### src/rtl/bit_serial_subtractor.sv
// Multi-cycle unsigned subtractor: Diff = A - B - Bin, computed one bit per clock,
// LSB first, through a single 1-bit subtractor stage with a registered borrow.

module subtractor_1bit #(
  parameter int IMPL_TYPE = 0
) (
  input  logic a,
  input  logic b,
  input  logic bin,
  output logic sub,
  output logic bout
);
  generate
    if (IMPL_TYPE == 1) begin : g_maj
      // Borrow is the majority of (~a, b, bin)
      assign sub  = a ^ b ^ bin;
      assign bout = (~a & b) | (~a & bin) | (b & bin);
    end else begin : g_mux
      // When a != b the borrow is b itself; otherwise the incoming borrow propagates
      assign sub  = a ^ b ^ bin;
      assign bout = (a ^ b) ? b : bin;
    end
  endgenerate
endmodule

module bit_serial_subtractor #(
  parameter int WIDTH     = 8,
  parameter int IMPL_TYPE = 0
) (
  input  logic             clk,
  input  logic             rst,
  input  logic             in_valid,
  output logic             in_ready,
  input  logic [WIDTH-1:0] A,
  input  logic [WIDTH-1:0] B,
  input  logic             Bin,
  output logic             out_valid,
  input  logic             out_ready,
  output logic [WIDTH-1:0] Diff,
  output logic             Bout
);
  localparam int CW = $clog2(WIDTH);
  localparam logic [CW-1:0] LAST_BIT = CW'(WIDTH - 1);

  typedef enum logic [1:0] {IDLE, RUN, DONE} state_t;

  state_t           state_reg, state_next;
  logic [WIDTH-1:0] op_a_reg, op_b_reg, result_reg, diff_reg;
  logic [CW-1:0]    cnt_reg;
  logic             borrow_reg, bout_reg, out_valid_reg;
  logic             sub_bit, sub_bout;
  logic [WIDTH-1:0] result_next;

  subtractor_1bit #(.IMPL_TYPE(IMPL_TYPE)) u_stage (
    .a   (op_a_reg[0]),
    .b   (op_b_reg[0]),
    .bin (borrow_reg),
    .sub (sub_bit),
    .bout(sub_bout)
  );

  // Each new difference bit enters at the MSB so the LSB lands at bit 0 after WIDTH shifts
  assign result_next = {sub_bit, result_reg[WIDTH-1:1]};

  always_comb begin
    state_next = state_reg;
    case (state_reg)
      IDLE:    if (in_valid) state_next = RUN;
      RUN:     if (cnt_reg == LAST_BIT) state_next = DONE;
      DONE:    if (out_ready) state_next = IDLE;
      default: state_next = IDLE;
    endcase
  end

  always_ff @(posedge clk or posedge rst) begin
    if (rst) begin
      state_reg     <= IDLE;
      op_a_reg      <= '0;
      op_b_reg      <= '0;
      result_reg    <= '0;
      borrow_reg    <= 1'b0;
      cnt_reg       <= '0;
      diff_reg      <= '0;
      bout_reg      <= 1'b0;
      out_valid_reg <= 1'b0;
    end else begin
      state_reg <= state_next;
      case (state_reg)
        IDLE: begin
          if (in_valid) begin
            op_a_reg   <= A;
            op_b_reg   <= B;
            borrow_reg <= Bin;
            cnt_reg    <= '0;
            result_reg <= '0;
          end
        end
        RUN: begin
          op_a_reg   <= op_a_reg >> 1;
          op_b_reg   <= op_b_reg >> 1;
          borrow_reg <= sub_bout;
          result_reg <= result_next;
          cnt_reg    <= cnt_reg + CW'(1);
          if (cnt_reg == LAST_BIT) begin
            diff_reg      <= result_next;
            bout_reg      <= sub_bout;
            out_valid_reg <= 1'b1;
          end
        end
        DONE: begin
          if (out_ready) out_valid_reg <= 1'b0;
        end
        default: ;
      endcase
    end
  end

  assign in_ready  = (state_reg == IDLE);
  assign out_valid = out_valid_reg;
  assign Diff      = diff_reg;
  assign Bout      = bout_reg;
endmodule

### config.mk
export PLATFORM = sky130hd
export DESIGN_NAME = bit_serial_subtractor
export DESIGN_NICKNAME = d
export VERILOG_FILES = /design/src/rtl/bit_serial_subtractor.sv
export SDC_FILE = /design/constraint.sdc
export NUM_CORES = 1
export LEC_CHECK = 0
export BUFFER_PORTS_ARGS = -buffer_cell sky130_fd_sc_hd__buf_2
export CAP_MARGIN = 30
export CORE_MARGIN = 3
export CORE_UTILIZATION = 58
export DETAILED_ROUTE_END_ITERATION = 8
export GPL_TIMING_DRIVEN = 0
export PLACE_DENSITY = 0.89
export SYNTH_ARGS = -nofsm -noshare
export SYNTH_HDL_FRONTEND = slang
export SYNTH_HIERARCHICAL = 1
export SYNTH_SLANG_ARGS = --single-unit
### constraint.sdc
create_clock -name clk -period 3.8 [get_ports clk]
set_clock_uncertainty 0.1 [all_clocks]
set_input_delay 0.19 -clock clk [delete_from_list [all_inputs] [get_ports clk]]
set_output_delay 0.19 -clock clk [all_outputs]
set_load 0.02 [all_outputs]
==> results.json <==
{
  "reg2regPathDepth": 3,
  "reg2reg_to": "op_b_reg[6]",
  "wirelength_mm": 3.60,
  "synth.area.mux_share_pct": 7.75,
  "gr-usage-met2_pct": 36.5,
  "layout_fillers": 197,
  "power.total_mw": 1.67,
  "grt_pass1_wl_mm": 5.98,
  "post-route-util_pct": 74.0,
  "most_frequent_cell_after_synthesis": "dfrtp_1",
  "dp.final_hpwl_mm": 2.54,
  "yosysWarnings": 6,
  "grt_max_degree": 23,
  "buffer_ports.inserted": 31,
  "synth.top_cells.by_area": "dfrtp_1, mux2_4, a22o_1, a21oi_1, o22ai_1",
  "powerDensity_nw_per_um2": 805,
  "area.sequential_um2": 976,
  "multi_input_comb_area_um2": 678,
  "timing.reg2reg.setup_slack_ns": 2.21,
  "clkLatencyLatePin_ns": 0.33,
  "diodes_inserted": 0,
  "globalRouteMet1Util_pct": 27.6,
  "worst_pin_slew_ns": 0.878,
  "synthDominantCellAreaShare_pct": 56.0,
  "synth-compound-area-share_pct": 18.8,
  "setup-violations-final": 0,
  "hold_path_depth": 3,
  "critPathRequiredTime_ns": 3.51,
  "combinational_family_with_the_most_area_after_synthesis": "compound AO/OA/AOI/OAI gates",
  "via_count": 1343,
  "slew_violations": 0,
  "max_clock_freq_mhz": 575,
  "synth_simple_gate_area_share_pct": 9.25,
  "grt_overflow_total": 0,
  "area_added_between_synthesis_and_finish_pct": 18.9,
  "core.rowCount": 19,
  "grt_pass1_vias": 1347,
  "timing.critical_path.cells": "buf_2 > nor2_1 > buf_2",
  "vdd_ir_drop_max_mv": 0.488,
  "first_iter_violations": 88,
  "viasPerCell": 6.13,
  "routed_wire_length_per_instance_um": 16.4,
  "arrival_ns": 1.45,
  "synth_fa_ha_area_share_pct": 2.08,
  "cellLeakagePower_nw": 1.02,
  "root_buffer": "clkbuf_4",
  "crit_family": "flip-flops",
  "drv.max_cap_violation_count": 0,
  "ffs_latches_synth": 39,
  "grt_usage_pct": 22.0,
  "worstReg2RegStart": "state_reg[0]",
  "finalNetCount": 210,
  "post_cts_resized": 0,
  "hold_viol_final": 0,
  "post-route-drc-count": 0,
  "synth.avg_cell_area_um2": 12.1,
  "netlist.top_cell.by_area": "dfrtp_1",
  "netlist_top_cells_count": "dfrtp_1, a21oi_1, a22o_1, mux2_4, nor2_1",
  "gpl.final_weighted_congestion": 0.857,
  "whs_endpoint": "op_a_reg[5]",
  "worstSetupStartpointType": "flip-flop",
  "timing.critical_path.buf_inv": 2,
  "xor_xnor_cell_area_share_of_the_yosys_netlist_pct": 1.00,
  "hold_class": "in2reg",
  "setup-tns-final_ns": 0,
  "ant_nets": 0,
  "timing.critical_path.to_type": "primary output",
  "antenna_violations_before_repair": 0,
  "clk_pin_slew_worst_paths_ns": 0.11,
  "most_frequent_cp_cell": "buf_2",
  "finalNonFillerCells": 219,
  "worstHoldStart": "A[5]",
  "grt_most_used_layer": "met2",
  "synth.cell_area_um2": 1740,
  "die_x_um": 60.8,
  "async_reset_ff_share_pct": 100,
  "min_period_ns": 1.74,
  "cts_sinks": 39,
  "grt_use_met3_pct": 3.83,
  "synth_enable_flop_cells": 0,
  "crit_fanout": 10,
  "drt_pre_antenna_iters": 4,
  "status": "finished clean",
  "slew_headroom_pct": 41.4,
  "design.core.area_um2": 2810,
  "fin_crit_sh_pct": 45.8,
  "synth_sequential_area_ratio_pct": 56.0,
  "floorplan.die_area_um2": 3700,
  "initial_utilization_pct": 62.2,
  "place_inst": 207,
  "cts_htree_levels": 2,
  "yosys_most_used_dff": "dfrtp_1",
  "ys_types": 33,
  "io_pins": 32,
  "grt_setup_unrepaired": "no",
  "whs_ns": 0.0614,
  "path_class": "reg2out",
  "postSynthNetCount": 167,
  "critical_path.slowest_cell": "dfrtp_1",
  "layout-drive-gt1-share_pct": 32.4,
  "critPathMaxStageDelay_ns": 0.46,
  "clockBufferDepth": 2,
  "clock_tree_from_tritoncts": "built",
  "die_outline_height_um": 60.8,
  "cts_buffers": 5,
  "path_length_in_cells_of_the_critical_path": 3,
  "postSynthCellCount": 144
}
==> repair_timing <==
item,CTS,global route
endpoints found under the hold margin,23,1
hold buffers,3,1
setup buffers,0,0
==> how the worst max path moves through the flow <==
stage / startpoint / endpoint
floorplan: cnt_reg[0] / Bout
global placement: rst / op_b_reg[3]
detailed placement: cnt_reg[0] / Diff[0]
CTS: state_reg[1] / in_ready
global route: state_reg[1] / in_ready
finish: state_reg[1] / in_ready
==> cells in the final DEF, fill, tap and decap left out, types with 3 or more instances in the layout <==
master          n
dfrtp_1        39
buf_2          33
a21oi_1        13
a22o_1          9
nor2_1          9
mux2_4          9
inv_1           7
o22ai_1         7
clkbuf_4        5
nand2_1         4
nor3b_1         4
o22a_1          4
dlygate4sd3_1   4
clkbuf_1        3
nor2b_1         3
nor3_1          3
o21ai_0         3
==> per-layer routing <==
metal | vias up | wire length (um) | share of wire [%]
li1 | 604 | - | -
met1 | 651 | 1450 | 40
met2 | 71 | 1810 | 50
met3 | 17 | 242 | 6.7
met4 | 0 | 98 | 2.7
met5 | - | 0 | 0
==> power breakdown <==
part	internal [mW]	leakage, nW	switching, mW
clock	0.109	0.0386	0.125
sequential	0.595	0.482	0.115
combinational	0.356	0.499	0.371
==> logic make-up after synthesis <==
family / Yosys count
adders and majority gates: 3
muxes: 9
DFF: 39
xor gates and xnor gates: 2
and+or+nand+nor: 28
buffers and inverters: 17
AOI/OAI and AO/OA: 46
==> tightest hold or removal path: stages <==
cell,delay (ns)
buf_2,0.10
nor2b_1,0.10
a221oi_1,0.08
==> layout make-up <==
| class | instances | share of cell area (%) |
|---|---|---|
| buffer | 9 | 2.90 |
| sequential | 39 | 47.0 |
| tap | 31 | 1.87 |
| inverter | 8 | 1.45 |
| clock buffer | 8 | 3.32 |
| multi-input combinational | 88 | 32.7 |
| timing repair buffer | 36 | 10.7 |
==> metrics by stage <==
stage	cell area [um^2]	worst slack [ns]
detailed placement	1970	2.25
global route	2070	1.95
floorplan	1740	2.34
global placement	1940	2.20
CTS	2060	2.06
finish	2070	2.06
(Power assumes the default switching activity.)
